**config.mk**
```make
export PLATFORM = sky130hd
export DESIGN_NAME = opb_register_bank_ppc2simulink
export DESIGN_NICKNAME = d
export VERILOG_FILES = /design/src/rtl/opb_register_bank_ppc2simulink.sv
export SDC_FILE = /design/constraint.sdc
export NUM_CORES = 1
export LEC_CHECK = 0
export CAP_MARGIN = 20
export CELL_PAD_IN_SITES_DETAIL_PLACEMENT = 1
export CELL_PAD_IN_SITES_GLOBAL_PLACEMENT = 1
export CORE_UTILIZATION = 40
export DETAILED_ROUTE_END_ITERATION = 8
export GPL_TIMING_DRIVEN = 0
export PLACE_DENSITY = 0.86
export SLEW_MARGIN = 20
export SYNTH_ARGS = -nofsm -noshare
export SYNTH_HDL_FRONTEND = slang
export SYNTH_SLANG_ARGS = --single-unit
```
**constraint.sdc**
```tcl
create_clock -name OPB_Clk -period 27.9 [get_ports OPB_Clk]
set_input_delay 2.79 -clock OPB_Clk [delete_from_list [all_inputs] [get_ports OPB_Clk]]
set_output_delay 2.79 -clock OPB_Clk [all_outputs]
set_load 0.01 [all_outputs]
```
**src/rtl/opb_register_bank_ppc2simulink.sv**
```systemverilog
// Double-buffered bank of NUM_REGS OPB-writable registers, committed atomically on user_sync.
// Define OPB_REGBANK_ACTIVE_READBACK_EN to read back active (instead of shadow) values.
module opb_register_bank_ppc2simulink #(
  parameter int                      C_OPB_AWIDTH = 32,
  parameter int                      C_OPB_DWIDTH = 32,
  parameter logic [C_OPB_AWIDTH-1:0] C_BASEADDR   = 32'h01000800,
  parameter logic [C_OPB_AWIDTH-1:0] C_HIGHADDR   = 32'h010008FF,
  parameter int                      NUM_REGS     = 8,
  parameter logic [31:0]             RESET_VAL    = 32'h00000000
) (
  input  logic                      OPB_Clk,
  input  logic                      OPB_Rst,
  input  logic [0:C_OPB_AWIDTH-1]   OPB_ABus,
  input  logic [0:3]                OPB_BE,
  input  logic [0:C_OPB_DWIDTH-1]   OPB_DBus,
  input  logic                      OPB_RNW,
  input  logic                      OPB_select,
  input  logic                      OPB_seqAddr,
  output logic [0:C_OPB_DWIDTH-1]   Sl_DBus,
  output logic                      Sl_xferAck,
  output logic                      Sl_errAck,
  output logic                      Sl_retry,
  output logic                      Sl_toutSup,
  input  logic                      user_sync,
  output logic [NUM_REGS*32-1:0]    user_data_out,
  output logic                      user_commit
);

`ifdef OPB_REGBANK_ACTIVE_READBACK_EN
  localparam logic ACTIVE_RB = 1'b1;
`else
  localparam logic ACTIVE_RB = 1'b0;
`endif

  typedef enum logic [1:0] {IDLE, ACK, HOLD} state_t;

  state_t      state;
  logic [31:0] word_p0;
  logic [31:0] wdata_p0;
  logic [3:0]  be_p0;
  logic        rnw_p0;
  logic        ack_q;
  logic [31:0] dbus_q;
  logic [31:0] shadow_q [NUM_REGS];
  logic [31:0] active_q [NUM_REGS];
  logic        pending_q;
  logic        force_q;
  logic        commit_q;
  logic [15:0] commit_count;
  logic        hit;
  logic        wr_en;
  logic        commit;
  logic [31:0] ctrl_word;
  logic [31:0] rd_word;
  logic        unused_seq;

  // be[3] guards reg bits 31:24, i.e. OPB_BE[0] / DBus[0:7]
  function automatic logic [31:0] apply_be(input logic [31:0] cur, input logic [31:0] data,
                                           input logic [3:0] be);
    logic [31:0] res;
    res = cur;
    for (int b = 0; b < 4; b++) begin
      if (be[b]) res[8*b +: 8] = data[8*b +: 8];
    end
    return res;
  endfunction

  assign unused_seq = OPB_seqAddr;
  assign hit        = OPB_select && (OPB_ABus >= C_BASEADDR) && (OPB_ABus <= C_HIGHADDR);
  assign wr_en      = (state == ACK) && !rnw_p0;
  assign commit     = force_q || (pending_q && user_sync);
  assign ctrl_word  = {commit_count, 7'b0, ACTIVE_RB, 7'b0, pending_q};

  always_comb begin
    rd_word = '0;
    for (int i = 0; i < NUM_REGS; i++) begin
      if (word_p0 == 32'(i)) rd_word = ACTIVE_RB ? active_q[i] : shadow_q[i];
    end
    if (word_p0 == 32'(NUM_REGS)) rd_word = ctrl_word;
  end

  // Stage p0: capture the decoded transfer when leaving IDLE
  always_ff @(posedge OPB_Clk) begin
    if (state == IDLE && hit) begin
      word_p0  <= 32'((OPB_ABus - C_BASEADDR) >> 2);
      wdata_p0 <= OPB_DBus;
      be_p0    <= OPB_BE;
      rnw_p0   <= OPB_RNW;
    end
  end

  always_ff @(posedge OPB_Clk) begin
    if (OPB_Rst) begin
      state  <= IDLE;
      ack_q  <= 1'b0;
      dbus_q <= '0;
    end else begin
      ack_q  <= 1'b0;
      dbus_q <= '0;
      case (state)
        IDLE: if (hit) state <= ACK;
        ACK: begin
          ack_q <= 1'b1;
          if (rnw_p0) dbus_q <= rd_word;
          state <= HOLD;
        end
        HOLD:    state <= IDLE;
        default: state <= IDLE;
      endcase
    end
  end

  // Commit is evaluated before the bus write so a same-cycle write lands only in shadow
  // and a same-cycle ARM survives the commit.
  always_ff @(posedge OPB_Clk) begin
    if (OPB_Rst) begin
      for (int i = 0; i < NUM_REGS; i++) begin
        shadow_q[i] <= RESET_VAL;
        active_q[i] <= RESET_VAL;
      end
      pending_q    <= 1'b0;
      force_q      <= 1'b0;
      commit_q     <= 1'b0;
      commit_count <= '0;
    end else begin
      commit_q <= 1'b0;
      if (commit) begin
        active_q     <= shadow_q;
        pending_q    <= 1'b0;
        force_q      <= 1'b0;
        commit_q     <= 1'b1;
        commit_count <= commit_count + 16'd1;
      end
      if (wr_en) begin
        for (int i = 0; i < NUM_REGS; i++) begin
          if (word_p0 == 32'(i)) shadow_q[i] <= apply_be(shadow_q[i], wdata_p0, be_p0);
        end
        if (word_p0 == 32'(NUM_REGS) && be_p0[0]) begin
          if (wdata_p0[2])      pending_q <= 1'b0;
          else if (wdata_p0[0]) pending_q <= 1'b1;
          if (wdata_p0[1])      force_q   <= 1'b1;
        end
      end
    end
  end

  always_comb begin
    user_data_out = '0;
    for (int i = 0; i < NUM_REGS; i++) begin
      user_data_out[32*i +: 32] = active_q[i];
    end
  end

  assign Sl_DBus     = dbus_q;
  assign Sl_xferAck  = ack_q;
  assign Sl_errAck   = 1'b0;
  assign Sl_retry    = 1'b0;
  assign Sl_toutSup  = 1'b0;
  assign user_commit = commit_q;

endmodule

```
==> results.toml <==
[timing]
hold_viol = 0
tns_ns = 0
period_minus_slack_ns = 5.58
clock_skew_ns = 0.0247
drv_slew = 0
setup_viol = 0
holdWs_ns = 0.452
relSlewSlack = 0.231
rsz0062_at_grt = "no"
max_freq_ghz = 0.179
tightestPinTransition_ns = 1.15
fin_crit_sh = 0.200

[worst_setup_path]
path_depth = 10
worst_path_largest_cell_delay_ns = 0.52
cp-start-kind = "input port"
critPathBufInv = 6
cpMaxStageDelayCell = "nor4_2"
critPathMostFrequentCell = "buf_4"
worstPathCellList = "clkdlybuf4s50_1 -> nor4_1 -> nand3_1 -> or4_1 -> nor4_2 -> buf_4 -> buf_4 -> buf_4 -> buf_2 -> buf_4"
arrival_ns = 5.90
endpoint_kind = "flip-flop"
crit_family = "simple AND/OR/NAND/NOR gates"
worstRegToRegCells = 7
cp_max_fo = 7
crit_type = "input port to flip-flop"
required_ns = 28.22

[cts]
h-tree-depth = 3
path_clk_slew_ns = 0.06
hold_buffers = 0
clk_latency_ns = 0.63
cts_resized = 0
tritoncts = "done"
post_cts_buffers = 0
clock_sinks = 633
clock_path_buffers = 3
root_buffer = "clkbuf_16"
cts_made_buffers = 68

[layout]
layout_common_cells = "1081 x nand2_1, 566 x dfxtp_1, 543 x a21oi_1"
drive_gt1_frac = 0.0669
final_common_cell = "nand2_1"
syn2layout_area_growth_pct = 28.4
fill_cells = 7223
final_nets = 3416
regArea_um2 = 13300
multi_input_area_um2 = 10700

[route]
firstDrtPassIters = 6
num_vias = 24541
drt_wl_total_um = 111000
wl_per_cell_um = 26.2
drtAntennaViolNets = 0
drtIter0Drc = 2318
drc = 0
vias_per_cell = 5.80

[synth]
synthFlopType = "dfxtp_1"
synth_area_um2 = 24900
async_flop_share = 0
ys_seq_area_frac = 0.536
synth_warnings = 0
synth-edff-count = 67
ys_ff_latch = 633
synth_area_per_cell_um2 = 8.59
netlist_instances = 2897
synth_cell_types = 57

[pwr]
internal-power_uw = 1490
power_frac_seq = 0.481
comb_power_share = 0.019
p_sw_uw = 417
power.density_nw_per_um2 = 59.7
ir_drop_v = 0.0000393
switching_share = 0.218
clockPowerShare = 0.500
leakage_uw = 0.0104

[flow_run]
maxCapViolCount = 0

[floorplan]
die_h_um = 251
die_w_um = 251
fp-row-count = 91
die_area_um2 = 63200
io_pins = 367
start_util = 0.404
core_um2 = 61600

[run_status]
status = "finished clean"

[grt]
overflow = 0
grt_pass1_vias = 24942
antenna_found_initial = 0
grt_max_degree = 15
grt.total_usage = 0.344
grt_pass1_wl_um = 161000

[hold_path]
hold_class = "flip-flop to flip-flop"
whs_path_depth = 2

[placed_design]
dp.final_hpwl_um = 82700
place.gp.congestion = 1.01
io_buffer_count = 360
==> cell families after synthesis <==
kind of cell               Yosys count  share of synthesized area
and+or+nand+nor                   1285                      0.232
AOI/OAI and AO/OA                  661                      0.144
DFF                                633                      0.536
buffers and inverters              216                     0.0359
muxes                               67                     0.0393
xor gates and xnor gates            32                     0.0113
adders and majority gates            2                    0.00101
other                                1                   0.000151
==> worst paths after layout <==
| kind | start | endpoint | slack (ns) |
|---|---|---|---|
| setup / recovery | OPB_ABus[17] | wdata_p0[16] | 22.32 |
| hold / removal | user_data_out[182] | user_data_out[182] | 0.45 |
| setup reg to reg | word_p0[26] | Sl_DBus[18] | 24.68 |
| hold reg to reg | user_data_out[182] | user_data_out[182] | 0.45 |
==> through the flow <==
stage	cells	util	total power (uW)	cell area [um2]	setup WS [ns]
CTS	4230	0.519	1910	32000	22.32
detailed placement	4107	0.481	975	29600	21.68
floorplan	2899	-	952	24900	17.18
global route	4230	0.519	1950	32000	22.17
global placement	4096	0.480	974	29600	13.00
finish	4231	0.519	1910	32000	22.32
==> cell usage after synthesis, drive strengths merged, types with 4 or more instances <==
master	number	area share
mux4	24	0.022
o21ai	30	0.0060
or3	4	0.0010
and3	4	0.0010
buf	67	0.013
nand3	14	0.0033
o2bb2ai	14	0.0049
mux2	6	0.0027
nand4	34	0.0085
nor2	37	0.0056
nand2b	11	0.0028
nor4	50	0.034
xnor2	16	0.0056
o211ai	15	0.0045
a22oi	4	0.0012
clkbuf	143	0.022
nand2	1085	0.16
dfxtp	566	0.46
nor2b	4	0.0010
o31ai	13	0.0039
mux2i	37	0.015
a2bb2oi	13	0.0046
o221ai	19	0.0067
edfxtp	67	0.081
xor2	16	0.0056
a21oi	543	0.11
inv	5	0.00075
nor3	21	0.0042
and2	6	0.0015
==> worst min-delay path: stages, from the launching register on <==
cell and delay [ns]:
dfxtp_1 0.31, nand2_1 0.05, a21oi_1 0.05
==> power by group through the flow <==
stage / sequential (uW) / combinational (uW) / clock [uW]
3_5_place_dp: 939 / 35.7 / 0
5_1_grt: 918 / 38.3 / 993
4_1_cts: 919 / 36.1 / 958
6_report: 919 / 37.2 / 954
2_1_floorplan: 939 / 13.2 / 0
3_3_place_gp: 939 / 35.0 / 0
==> layer usage <==
metal / vias up / GRT usage / routed length, um
li1: 10688 / - / -
met1: 12258 / 0.417 / 42100
met2: 1265 / 0.556 / 51600
met3: 330 / 0.0730 / 9750
met4: 0 / 0.217 / 7360
met5: - / 0 / 0
==> cell type report <==
class | instances | share of cell area
Antenna cell | 1 | 0.0000783
Buffer | 210 | 0.0273
Clock buffer | 99 | 0.0659
Clock inverter | 24 | 0.00736
Inverter | 6 | 0.000704
Multi-Input combinational cell | 2050 | 0.334
Sequential cell | 633 | 0.417
Tap cell | 837 | 0.0328
Timing Repair Buffer | 371 | 0.115
==> state kept, by name, summed over array words and instances, names as in the netlist, 2 cells and up <==
signal         count
commit_count      16
user_data_out    256
wdata_p0          32
Sl_DBus           32
state              2
be_p0              4
word_p0           30
shadow_q         256
Power figures use the tool's default switching activity.
